## config.mk

```make
export PLATFORM = sky130hd
export DESIGN_NAME = imem_loader_flat
export DESIGN_NICKNAME = d
export VERILOG_FILES = /design/src/rtl/imem_loader_if.sv /design/src/rtl/imem_loader.sv /design/src/flat_wrapper.sv
export SDC_FILE = /design/constraint.sdc
export NUM_CORES = 1
export LEC_CHECK = 0
export ABC_AREA = 0
export CAP_MARGIN = 20
export CORE_MARGIN = 4
export CORE_UTILIZATION = 50
export DETAILED_ROUTE_END_ITERATION = 7
export GPL_TIMING_DRIVEN = 0
export PLACE_DENSITY = 0.8
export SLEW_MARGIN = 40
export SYNTH_ARGS = -nofsm -noshare
export SYNTH_HDL_FRONTEND = slang
export SYNTH_SLANG_ARGS = --single-unit
```

## constraint.sdc

```tcl
create_clock -name clk_i -period 2.01 [get_ports clk_i]
set_input_delay 0.201 -clock clk_i [delete_from_list [all_inputs] [get_ports clk_i]]
set_output_delay 0.201 -clock clk_i [all_outputs]
set_load 0.05 [all_outputs]
```

## src/rtl/imem_loader_if.sv

```systemverilog
// Byte-stream input and instruction-memory write port of the loader.
// master: stream source / memory side.  slave: the loader itself.
interface imem_loader_if;
  logic        byte_valid_i;
  logic [7:0]  byte_data_i;
  logic        byte_last_i;
  logic        byte_ready_o;
  logic        mem_we_o;
  logic [31:0] mem_addr_o;
  logic [31:0] mem_data_o;

  modport master (
    output byte_valid_i, byte_data_i, byte_last_i,
    input  byte_ready_o, mem_we_o, mem_addr_o, mem_data_o
  );

  modport slave (
    input  byte_valid_i, byte_data_i, byte_last_i,
    output byte_ready_o, mem_we_o, mem_addr_o, mem_data_o
  );
endinterface

```

## src/rtl/imem_loader.sv

```systemverilog
// Instruction memory loader: packs a big-endian byte stream into 32-bit
// words, writes them at consecutive word addresses from BASE_ADDR and holds
// the CPU in reset while a load is in progress.
// Optional build macro IMEM_LOADER_CHECKSUM_EN: the stream ends with one
// extra word that must equal the XOR of all data words; it is never written.
module imem_loader #(
  parameter logic [31:0] BASE_ADDR = 32'h0000_0000,
  parameter int          MAX_WORDS = 256,
  parameter int          CNT_W     = 16
) (
  input  logic             clk_i,
  input  logic             rst_i,
  input  logic             start_i,
  imem_loader_if.slave     bus,
  output logic             cpu_rst_o,
  output logic             busy_o,
  output logic             done_o,
  output logic             err_o,
  output logic [CNT_W-1:0] word_count_o
);

  localparam int IDX_W = $clog2(MAX_WORDS) + 1;

  typedef enum logic [2:0] {
    ST_IDLE,
    ST_COLLECT,
    ST_WRITE,
    ST_DONE,
    ST_ERROR
  } state_t;

  state_t            state_reg, state_next;
  logic [1:0]        byte_idx_reg;
  logic [IDX_W-1:0]  word_idx_reg;
  logic [23:0]       shift_reg;
  logic [31:0]       mem_addr_reg;
  logic [31:0]       mem_data_reg;
  logic [CNT_W-1:0]  word_count_reg;
  logic              cpu_rst_reg;
`ifdef IMEM_LOADER_CHECKSUM_EN
  logic [31:0]       csum_reg;
`else
  logic              last_reg;
`endif

  logic        byte_fire;
  logic        start_ok;
  logic        word_last_slot;
  logic [31:0] word_assembled;

  assign byte_fire      = bus.byte_valid_i && (state_reg == ST_COLLECT);
  assign start_ok       = start_i && ((state_reg == ST_IDLE) || (state_reg == ST_DONE) ||
                                      (state_reg == ST_ERROR));
  // The word being written now occupies the last slot of the memory.
  assign word_last_slot = (word_idx_reg == IDX_W'(MAX_WORDS - 1));
  // Current byte completes the word in the least significant position.
  assign word_assembled = {shift_reg, bus.byte_data_i};

  assign bus.byte_ready_o = (state_reg == ST_COLLECT);
  assign bus.mem_we_o     = (state_reg == ST_WRITE);
  assign bus.mem_addr_o   = mem_addr_reg;
  assign bus.mem_data_o   = mem_data_reg;
  assign busy_o           = (state_reg == ST_COLLECT) || (state_reg == ST_WRITE);
  assign done_o           = (state_reg == ST_DONE);
  assign err_o            = (state_reg == ST_ERROR);
  assign word_count_o     = word_count_reg;
  assign cpu_rst_o        = cpu_rst_reg;

  // Next-state logic of the load sequencer.
  always_comb begin
    state_next = state_reg;
    unique case (state_reg)
      ST_IDLE, ST_DONE, ST_ERROR: begin
        if (start_i) state_next = ST_COLLECT;
      end
      ST_COLLECT: begin
        if (byte_fire) begin
          if (byte_idx_reg == 2'd3) begin
`ifdef IMEM_LOADER_CHECKSUM_EN
            // A final word is the checksum: verify it instead of writing it.
            if (bus.byte_last_i)
              state_next = (word_assembled == csum_reg) ? ST_DONE : ST_ERROR;
            else
              state_next = ST_WRITE;
`else
            state_next = ST_WRITE;
`endif
          end else if (bus.byte_last_i) begin
            // Stream ended mid-word: drop the partial word.
            state_next = ST_ERROR;
          end
        end
      end
      ST_WRITE: begin
`ifdef IMEM_LOADER_CHECKSUM_EN
        state_next = word_last_slot ? ST_ERROR : ST_COLLECT;
`else
        if (last_reg)
          state_next = ST_DONE;
        else if (word_last_slot)
          state_next = ST_ERROR;
        else
          state_next = ST_COLLECT;
`endif
      end
      default: state_next = ST_IDLE;
    endcase
  end

  // State register; CPU reset is released only while idle or after success.
  always_ff @(posedge clk_i or negedge rst_i) begin
    if (!rst_i) begin
      state_reg   <= ST_IDLE;
      cpu_rst_reg <= 1'b0;
    end else begin
      state_reg   <= state_next;
      cpu_rst_reg <= (state_next == ST_IDLE) || (state_next == ST_DONE);
    end
  end

  // Byte packing, write-port registers and word counters.
  always_ff @(posedge clk_i or negedge rst_i) begin
    if (!rst_i) begin
      byte_idx_reg   <= 2'd0;
      word_idx_reg   <= '0;
      shift_reg      <= '0;
      mem_addr_reg   <= '0;
      mem_data_reg   <= '0;
      word_count_reg <= '0;
`ifdef IMEM_LOADER_CHECKSUM_EN
      csum_reg       <= '0;
`else
      last_reg       <= 1'b0;
`endif
    end else begin
      if (start_ok) begin
        byte_idx_reg   <= 2'd0;
        word_idx_reg   <= '0;
        shift_reg      <= '0;
        word_count_reg <= '0;
`ifdef IMEM_LOADER_CHECKSUM_EN
        csum_reg       <= '0;
`else
        last_reg       <= 1'b0;
`endif
      end
      if (byte_fire) begin
        shift_reg    <= word_assembled[23:0];
        byte_idx_reg <= byte_idx_reg + 2'd1;
        if (byte_idx_reg == 2'd3) begin
`ifdef IMEM_LOADER_CHECKSUM_EN
          if (!bus.byte_last_i) begin
            mem_addr_reg <= BASE_ADDR + (32'(word_idx_reg) << 2);
            mem_data_reg <= word_assembled;
            csum_reg     <= csum_reg ^ word_assembled;
          end
`else
          last_reg     <= bus.byte_last_i;
          mem_addr_reg <= BASE_ADDR + (32'(word_idx_reg) << 2);
          mem_data_reg <= word_assembled;
`endif
        end
      end
      if (state_reg == ST_WRITE) begin
        word_idx_reg   <= word_idx_reg + IDX_W'(1);
        word_count_reg <= word_count_reg + CNT_W'(1);
      end
    end
  end

endmodule

```

## src/flat_wrapper.sv

```systemverilog
// flat-port wrapper written by rule: the top's interface ports become plain ports
module imem_loader_flat 
#(
  parameter logic [31:0] BASE_ADDR = 32'h0000_0000,
  parameter int          MAX_WORDS = 256,
  parameter int          CNT_W     = 16
)
  (clk_i, rst_i, start_i, cpu_rst_o, busy_o, done_o, err_o, word_count_o, bus_byte_valid_i, bus_byte_data_i, bus_byte_last_i, bus_byte_ready_o, bus_mem_we_o, bus_mem_addr_o, bus_mem_data_o);
  imem_loader_if bus_i ();
  input  logic clk_i;
  input  logic rst_i;
  input  logic start_i;
  output logic cpu_rst_o;
  output logic busy_o;
  output logic done_o;
  output logic err_o;
  output logic [CNT_W-1:0] word_count_o;
  input wire logic [$bits(bus_i.byte_valid_i)-1:0] bus_byte_valid_i;
  input wire logic [$bits(bus_i.byte_data_i)-1:0] bus_byte_data_i;
  input wire logic [$bits(bus_i.byte_last_i)-1:0] bus_byte_last_i;
  output wire logic [$bits(bus_i.byte_ready_o)-1:0] bus_byte_ready_o;
  output wire logic [$bits(bus_i.mem_we_o)-1:0] bus_mem_we_o;
  output wire logic [$bits(bus_i.mem_addr_o)-1:0] bus_mem_addr_o;
  output wire logic [$bits(bus_i.mem_data_o)-1:0] bus_mem_data_o;
  assign bus_i.byte_valid_i = bus_byte_valid_i;
  assign bus_i.byte_data_i = bus_byte_data_i;
  assign bus_i.byte_last_i = bus_byte_last_i;
  assign bus_byte_ready_o = bus_i.byte_ready_o;
  assign bus_mem_we_o = bus_i.mem_we_o;
  assign bus_mem_addr_o = bus_i.mem_addr_o;
  assign bus_mem_data_o = bus_i.mem_data_o;
  imem_loader #(.BASE_ADDR(BASE_ADDR), .MAX_WORDS(MAX_WORDS), .CNT_W(CNT_W)) u_core (.clk_i(clk_i), .rst_i(rst_i), .start_i(start_i), .bus(bus_i), .cpu_rst_o(cpu_rst_o), .busy_o(busy_o), .done_o(done_o), .err_o(err_o), .word_count_o(word_count_o));
endmodule
```

==> results.yml, run 1 <==
global_route:
  grt_overflow: 0
  antenna_found_initial: 0
  grt_pass1_wl_um: 14700
  grt_usage_pct: 18.4
  grt_max_degree: 51
  grt_pass1_vias: 3021
yosys:
  dominantRegCellSynth: "dfrtp_1"
  synth-edff-count: 0
  synth_warnings: 0
  netlist_instances: 345
  synthesis.area_mm2: 0.00421
  synth_area_per_cell_um2: 12.2
  ys_seq_elements: 97
  ys_seq_area_share_pct: 57.7
  synth_top_area_share_pct: 57.7
  async_flop_share_pct: 100
  netlist_top_cells_area: "dfrtp_1, mux2_2, a22o_1"
  ys_types: 41
  synth_top_cell_by_area: "dfrtp_1"
placement:
  hpwl_um: 6330
  dpl_cell_area_mm2: 0.00520
  place_ws_ns: -0.313
  port_buffers: 75
  routabilityCongestion: 0.740
worst_hold_path:
  hold_path_class: "in -> async"
pwr:
  p_leak_nw: 2.65
  power_per_cell_area_mw_per_mm2: 1390
  ir_drop_mv: 0.980
die:
  core_area_mm2: 0.00822
  die_area_mm2: 0.00995
  die_x_um: 99.7
  initial_utilization_pct: 51.2
  num_rows: 33
  ios: 99
  die_y_um: 99.7
timing:
  setup_viol: 0
  finalWorstPathRequiredPeriod_ns: 1.90
  hold_viol_final: 0
  slew_violations: 0
  fmax_mhz: 526
  fin_ws_ns: 0.107
  fin_crit_sh_pct: 94.7
  tightest_slew_ns: 0.549
  clock_skew_ns: 0.0130
  relSlewSlack_pct: 63.3
  setup_tns_ns: 0
run:
  drv_cap: 0
route:
  drc: 0
  first_iter_violations: 143
  wire_per_inst_um: 15.2
  viasPerCell: 5.34
  drtPass1Iterations: 4
  ant_nets: 0
  wl_um: 8640
  vias: 3025
setup_path:
  arrival_ns: 2.15
  slowest_stage: "dfrtp_1"
  critPathMaxStageDelay_ns: 0.41
  path_cells: "ha_1 -> and3_4 -> and3_1 -> ha_1 -> nand2b_1 -> o21ai_0 -> nand2_1 -> a311oi_1"
  crit_type: "reg -> reg"
  path_buf_inv: 0
  cp_max_fo: 5
  cp_data_required_time_ns: 2.26
  cpLargestDelayFamily: "simple AND/OR/NAND/NOR gates"
  cp_common_cell: "ha_1"
  endpoint_kind: "flop"
  crit_path_start_kind: "flop"
clock_network:
  cts_made_buffers: 9
  h-tree-depth: 3
  clk_path_buf_depth: 2
  cts_sinks: 97
  cts_tree: "built"
  clock_latency_ns: 0.36
  clk_pin_slew_ns: 0.10
  clockRootBuffer: "clkbuf_8"
final_layout:
  syn_to_final_growth_pct: 29.4
  n_antenna_cell: 0
  num-nets-final: 474
  nFillCells: 643
  drive_gt1_share_pct: 23.6
  largest_reg_flops: 32
  final_util_pct: 66.3
  design_area_mm2: 0.00544
run_status:
  status: "completed"
==> area by class of cell <==
cell class	instances	area, um^2	area share [%]
well taps	105	131	2.41
multi-input cells	222	1560	28.6
clock buffers	9	124	2.28
flip-flops and latches	97	2430	44.6
repair buffers	80	811	14.9
inverters	5	31.3	0.575
clock inverters	7	83.8	1.54
plain buffers	42	277	5.08
==> layer usage <==
metal / GRT usage (%) / share of wire (%) / vias up
li1: - / - / 1420
met1: 24.6 / 44 / 1513
met2: 29.2 / 48 / 84
met3: 5.75 / 6.6 / 8
met4: 4.73 / 0.79 / 0
met5: 0 / 0 / -
==> where the power goes <==
part | internal, mW | switching [mW] | leakage (nW)
combinational | 1.22 | 2.18 | 1.22
sequential | 2.53 | 0.398 | 1.32
clock | 0.501 | 0.750 | 0.105
total | 4.25 | 3.33 | 2.65
==> final timing paths <==
path                                                     start                                   to  slack, ns  depth (start not counted)
max                         u_core.word_idx_reg[0]$_DFFE_PN0P_           u_core.cpu_rst_o$_DFF_PN0_       0.11                          8
min                                                      rst_i   u_core.word_count_o[9]$_DFFE_PN0P_       0.33                          2
max reg2reg                 u_core.word_idx_reg[0]$_DFFE_PN0P_           u_core.cpu_rst_o$_DFF_PN0_       0.11                          8
min reg2reg                u_core.word_count_o[15]$_DFFE_PN0P_  u_core.word_count_o[15]$_DFFE_PN0P_       0.49                          1
max in group asynchronous                                rst_i        u_core.state_reg[0]$_DFF_PN0_       1.09                          3
min in group clk_i                          bus_byte_data_i[5]      u_core.shift_reg[5]$_DFFE_PN0P_       0.47                          2
==> per-stage QoR <==
step / hold WS (ns) / cells / power [mW]
after floorplan: -0.0946 / 367 / 5.23
after global placement: 0.468 / 547 / 6.31
after detailed placement: 0.164 / 548 / 6.39
after CTS: 0.334 / 565 / 7.65
after global routing: 0.366 / 567 / 7.97
final: 0.328 / 567 / 7.58
==> placed cells by master, fill, tap and decap left out, types with 3 or more instances in the layout <==
| cell | count |
|---|---|
| a21oi_1 | 4 |
| a22o_1 | 25 |
| a31oi_1 | 8 |
| and3_1 | 6 |
| and4_1 | 4 |
| buf_2 | 10 |
| buf_4 | 27 |
| buf_6 | 3 |
| clkbuf_1 | 5 |
| clkbuf_8 | 9 |
| clkdlybuf4s50_1 | 69 |
| clkinv_8 | 3 |
| conb_1 | 23 |
| dfrtp_1 | 97 |
| ha_1 | 4 |
| inv_1 | 4 |
| inv_8 | 3 |
| mux2_2 | 41 |
| mux2i_1 | 4 |
| nand2_1 | 24 |
| nand3_1 | 11 |
| nand4_1 | 6 |
| nor2_1 | 7 |
| o21ai_0 | 29 |
==> cell usage after synthesis, drive strengths merged (2+ instances only) <==
cell type and number:
dfrtp 97, mux2 41, buf 37, o21ai 30, a22o 25, nand2 25, nand3 11, a31oi 8
nor2 8, and3 7, clkbuf 6, nand4 6, and4 5, a21oi 4, ha 4, inv 4
mux2i 4, and2 3, a32oi 2, nand2b 2, nor2b 2
==> what timing repair did <==
action                                 CTS  global route
setup endpoints to repair                5             5
endpoints found under the hold margin   47             0
buffers inserted                         0             3
hold buffers                             1             0
gates resized for setup                 16             7
==> cell families after synthesis <==
family / after synthesis / share of synthesized area [%]
adders and majority gates: 4 / 1.19
buffers and inverters: 48 / 7.40
muxes: 45 / 11.9
xor gates and xnor gates: 1 / 0.208
AOI/OAI and AO/OA: 75 / 12.0
and+or+nand+nor: 74 / 9.46
other: 1 / 0.0891
DFF: 97 / 57.7
Power figures use the tool's default switching activity.
==> run 2, diff against run 1 <==
--- a/config.mk
+++ b/config.mk
@@ -8,10 +8,10 @@
 export ABC_AREA = 0
 export CAP_MARGIN = 20
 export CORE_MARGIN = 4
-export CORE_UTILIZATION = 50
+export CORE_UTILIZATION = 30
 export DETAILED_ROUTE_END_ITERATION = 7
 export GPL_TIMING_DRIVEN = 0
-export PLACE_DENSITY = 0.8
+export PLACE_DENSITY = 0.54
 export SLEW_MARGIN = 40
 export SYNTH_ARGS = -nofsm -noshare
 export SYNTH_HDL_FRONTEND = slang
==> run 2 against run 1 <==
Net effect: first-iteration DRC count grew 49%; design area rose by 4.1%; critical path depth is 4 lower; maximum frequency fell by 0.36%; sequential power about the same; non-clock buffer count is 2 lower; sequential share of layout area down 1.8 points; global-route usage decreased by 6.1 points; routed wire length rose by 11%; via count shrank 1.0%; clock-buffer cell count up 2; hold slack improved by 0.048 ns; largest cell class unchanged; highest routed layer unchanged.
==> results.yml, run 2 (synthesized netlist as in run 1, its figures left out) <==
pwr:
  ir_drop_mv: 0.885
  power_mw: 8.23
  p_leak_nw: 2.70
  power_per_cell_area_mw_per_mm2: 1450
setup_path:
  critPathMaxStageDelay_ns: 0.39
  worstRegToRegCells: 7
  arrival_ns: 1.71
  crit_type: "reg -> out"
  path_cells: "buf_2 -> nor2_1 -> and2_1 -> clkdlybuf4s15_2"
  crit_path_start_kind: "flop"
  path_buf_inv: 2
  cp_max_fo: 10
  cp_data_required_time_ns: 1.81
  endpoint_kind: "output port"
  path_depth: 4
  slowest_stage: "dfrtp_1"
  cpLargestDelayFamily: "buffers and inverters"
final_layout:
  layout_commonest_cell: "dfrtp_1"
  syn_to_final_growth_pct: 34.7
  nFillCells: 1310
  drive_gt1_share_pct: 23.5
  largest_reg_flops: 32
  num-nets-final: 472
  design_area_mm2: 0.00567
  final_cell_mix: "dfrtp_1, clkdlybuf4s50_1, mux2_2"
  n_antenna_cell: 0
global_route:
  grt_pass1_wl_um: 15800
  grt_usage_pct: 12.2
  antenna_found_initial: 0
  grt_overflow: 0
  grt_pass1_vias: 2980
  grt_max_degree: 57
placement:
  hpwl_um: 6780
  port_buffers: 75
  routabilityCongestion: 0.802
  dpl_cell_area_mm2: 0.00530
die:
  ios: 99
  die_x_um: 126
  num_rows: 43
  initial_utilization_pct: 30.4
  die_y_um: 126
  die_area_mm2: 0.0160
  core_area_mm2: 0.0138
clock_network:
  clock_latency_ns: 0.34
  cts_setup_buffers: 0
  clk_path_buf_depth: 2
  cts_made_buffers: 9
  cts_tree: "built"
  clk_pin_slew_ns: 0.07
  cts_sinks: 97
  h-tree-depth: 3
  clockRootBuffer: "clkbuf_16"
timing:
  clock_skew_ns: 0.00590
  tightest_slew_ns: 0.566
  relSlewSlack_pct: 62.2
  hold_viol_final: 0
  fmax_mhz: 524
  rsz0062_at_grt: "false"
  fin_crit_sh_pct: 95.0
  finalWorstPathRequiredPeriod_ns: 1.91
  slew_violations: 0
  setup_viol: 0
route:
  met3WireLength_um: 674
  wl_um: 9560
  wl_met2_um: 4480
  routed.top_layer: "met4"
  viasPerCell: 4.68
  drtPass1Iterations: 4
  vias: 2994
  met1Wirelength_um: 4330
  drc: 0
  ant_nets: 0
  first_iter_violations: 213
  wire_per_inst_um: 14.9
worst_hold_path:
  hold_path_class: "in -> async"
run_status:
  status: "completed"
run:
  drv_cap: 0
## run 2: cell types whose count changed in the layout (fill, tap and decap cells not counted), sizes merged
cell | before | now
inv | 7 | 5
clkbuf | 16 | 17
dlygate4sd2 | 2 | 3
clkinv | 5 | 3
buf | 42 | 40
bufinv | 0 | 2
## run 2: path summary, 6_finish.rpt
| check | slack (ns) | to | from |
|---|---|---|---|
| max in group asynchronous | 1.06 | u_core.bus.mem_data_o[11]$_DFFE_PN0P_ | rst_i |
| hold reg to reg | 0.48 | u_core.word_count_o[15]$_DFFE_PN0P_ | u_core.word_count_o[15]$_DFFE_PN0P_ |
| setup reg to reg | 0.16 | u_core.cpu_rst_o$_DFF_PN0_ | u_core.word_idx_reg[0]$_DFFE_PN0P_ |
| setup / recovery | 0.10 | err_o | u_core.state_reg[0]$_DFF_PN0_ |
| hold / removal | 0.38 | u_core.word_count_o[10]$_DFFE_PN0P_ | rst_i |
| min in group clk_i | 0.48 | u_core.word_count_o[15]$_DFFE_PN0P_ | u_core.word_count_o[15]$_DFFE_PN0P_ |
## run 2: layout make-up
cell class / count / area (um^2) / area share, %
timing repair buffer: 77 / 796 / 14.0
sequential: 97 / 2430 / 42.8
clock buffer: 11 / 243 / 4.28
clock inverter: 5 / 86.3 / 1.52
inverter: 5 / 31.3 / 0.552
multi-input combinational: 222 / 1570 / 27.7
buffer: 43 / 292 / 5.14
tap: 180 / 225 / 3.97
## run 2: through the flow
stage | hold WS, ns | worst slack, ns | utilization [%] | instances | setup TNS (ns)
floorplan | -0.0946 | 0.0955 | - | 367 | 0
global placement | 0.474 | -3.05 | 38.1 | 622 | -295.36
detailed placement | 0.162 | -0.317 | 38.3 | 623 | -0.539
CTS | 0.387 | 0.0175 | 40.8 | 640 | 0
global route | 0.419 | 0.000392 | 41.0 | 640 | 0
finish | 0.376 | 0.100 | 41.0 | 640 | 0
## run 2: routing by layer
metal,vias to the layer above,global-route usage [%]
li1,1421,-
met1,1495,16.2
met2,71,18.9
met3,7,5.05
met4,0,2.65
met5,-,0
## run 2: timing repair
item                                   4_1_cts  5_1_grt
gates resized for setup                     14       10
setup endpoints to repair                    5       23
endpoints found under the hold margin       55        0
hold buffers                                 1        0
pin swaps                                    0        1
## run 2: power breakdown
part	internal [mW]	switching (mW)	total, mW	leakage (nW)
Clock	1.13	0.741	1.87	0.160
Sequential	2.53	0.393	2.93	1.32
Combinational	1.23	2.20	3.43	1.22
Total	4.90	3.34	8.23	2.70
==> run 3, diff against run 2 <==
--- a/config.mk
+++ b/config.mk
@@ -7,8 +7,9 @@
 export LEC_CHECK = 0
 export ABC_AREA = 0
 export CAP_MARGIN = 20
-export CORE_MARGIN = 4
+export CORE_MARGIN = 2
 export CORE_UTILIZATION = 30
+export CTS_BUF_LIST = sky130_fd_sc_hd__clkbuf_2
 export DETAILED_ROUTE_END_ITERATION = 7
 export GPL_TIMING_DRIVEN = 0
 export PLACE_DENSITY = 0.54
==> run 3 against run 2 <==
Net effect: the flow now finishes with violations (setup timing); first-iteration DRC count decreased by 14%; die area decreased by 6.2%; critical path type unchanged; register-to-register slack got worse by 0.06 ns.
==> results.yml, run 3 (synthesized netlist as in run 1, its figures left out) <==
final_layout:
  nFillCells: 1385
  largest_reg_flops: 32
  drive_gt1_share_pct: 26.2
  n_antenna_cell: 0
  num-nets-final: 482
  multi_input_area_mm2: 0.00159
  layout.cells.non_filler: 650
  syn_to_final_growth_pct: 30.8
  layout_commonest_cell: "dfrtp_1"
  final_cell_mix: "dfrtp_1, dlygate4sd2_1, mux2_2"
  final-seq-area_mm2: 0.00243
  design_area_mm2: 0.00550
  final_util_pct: 40.0
global_route:
  grt_overflow: 0
  antenna_found_initial: 0
  grt_max_degree: 48
  grt_usage_pct: 13.3
  grt_pass1_vias: 2975
  grt_pass1_wl_um: 15400
worst_hold_path:
  hold_path_class: "in -> async"
route:
  wl_um: 9550
  viasPerCell: 4.69
  first_iter_violations: 184
  drtPass1Iterations: 4
  ant_nets: 0
  vias: 3047
  drc: 0
  wire_per_inst_um: 14.7
setup_path:
  cp_common_cell: "buf_6"
  crit_path_start_kind: "flop"
  arrival_ns: 1.83
  cpLargestDelayFamily: "flip-flops"
  path_cells: "buf_6 -> or3b_4 -> buf_6 -> clkinv_8 -> buf_12"
  crit_type: "reg -> out"
  endpoint_kind: "output port"
  critPathMaxStageDelay_ns: 0.44
  path_buf_inv: 4
  slowest_stage: "dfrtp_1"
  cp_data_required_time_ns: 1.81
  cp_max_fo: 7
pwr:
  ir_drop_mv: 0.755
  p_leak_nw: 2.93
  power_per_cell_area_mw_per_mm2: 1310
die:
  die_x_um: 122
  die_y_um: 122
  initial_utilization_pct: 30.6
  die_area_mm2: 0.0150
  ios: 99
  core_area_mm2: 0.0138
  num_rows: 43
timing:
  hold_viol_final: 0
  clock_skew_ns: 0.0244
  tightest_slew_ns: 0.542
  fin_ws_ns: -0.0248
  relSlewSlack_pct: 64.0
  setup_viol: 1
  fin_crit_sh_pct: 101
  slew_violations: 0
  fmax_mhz: 491
  setup_tns_ns: -0.0248
  finalWorstPathRequiredPeriod_ns: 2.03
  hold_ws_ns: 0.103
  rsz0062_at_grt: "true"
run_status:
  status: "complete, but fails checks"
  violations: "setup timing"
clock_network:
  clock_latency_ns: 0.61
  h-tree-depth: 3
  cts_tree: "built"
  clk_pin_slew_ns: 0.27
  clk_path_buf_depth: 2
  clockRootBuffer: "clkbuf_2"
  cts_sinks: 97
  cts_made_buffers: 9
placement:
  hpwl_um: 6650
  routabilityCongestion: 0.791
  dp.cells: 623
  port_buffers: 75
  dpl_cell_area_mm2: 0.00530
run:
  drv_cap: 0
run 3: changes by cell type in the layout (fill, tap and decap cells not counted), sizes merged:
| cell | before | now |
|---|---|---|
| bufinv | 2 | 1 |
| inv | 5 | 6 |
| buf | 40 | 52 |
| dlygate4sd2 | 3 | 58 |
| clkdlybuf4s50 | 69 | 11 |
| clkinvlp | 0 | 1 |
| clkdlybuf4s15 | 1 | 0 |
| clkbuf | 17 | 18 |
run 3: tightest hold or removal path: stages:
cell	delay, ns
dlygate4sd3_1	0.56
buf_8	0.13
buf_12	0.20
run 3: area by class of cell:
type	count	share of cell area, %
flip-flops and latches	97	44.1
repair buffers	88	14.9
clock inverters	6	1.36
clock buffers	10	0.910
well taps	180	4.09
inverters	5	0.568
plain buffers	42	5.18
multi-input cells	222	28.8
run 3: through the flow:
step / setup slack (ns) / total power [mW]
final: -0.0248 / 7.23
after global routing: -0.108 / 7.65
after CTS: -0.178 / 7.23
after detailed placement: -0.312 / 6.42
after global placement: -2.94 / 6.37
after floorplan: 0.0955 / 5.23
run 3: worst paths after layout:
kind / startpoint / to / slack (ns) / cells past startpoint
setup / recovery: u_core.state_reg[2]$_DFF_PN0_ / bus_mem_we_o / -0.02 / 5
hold / removal: rst_i / u_core.shift_reg[7]$_DFFE_PN0P_ / 0.10 / 3
setup reg to reg: u_core.state_reg[2]$_DFF_PN0_ / u_core.word_count_o[14]$_DFFE_PN0P_ / 0.10 / 8
hold reg to reg: u_core.word_count_o[15]$_DFFE_PN0P_ / u_core.word_count_o[15]$_DFFE_PN0P_ / 0.50 / 1
max in group asynchronous: rst_i / u_core.shift_reg[12]$_DFFE_PN0P_ / 1.57 / 3
min in group clk_i: bus_byte_last_i / u_core.last_reg$_DFF_PN0_ / 0.21 / 3
run 3: power breakdown:
part	leakage, nW	total (mW)	switching, mW	internal [mW]
sequential	1.32	2.90	0.377	2.52
clock	0.0746	1.02	0.706	0.310
combinational	1.54	3.31	2.23	1.08
run 3: layer usage:
metal / vias to the layer above / global-route usage (%) / wire [um]
met5: - / 0 / 0
met1: 1511 / 17.6 / 4420
li1: 1441 / - / -
met3: 12 / 5.25 / 697
met4: 0 / 3.66 / 125
met2: 83 / 20.2 / 4310
run 3: timing repair:
| action | 4_1_cts | 5_1_grt |
|---|---|---|
| pin swaps | 0 | 2 |
| hold buffers | 3 | 0 |
| buffers inserted | 2 | 7 |
| gates resized for setup | 95 | 12 |
| endpoints found under the hold margin | 97 | 0 |
| setup endpoints to repair | 64 | 17 |
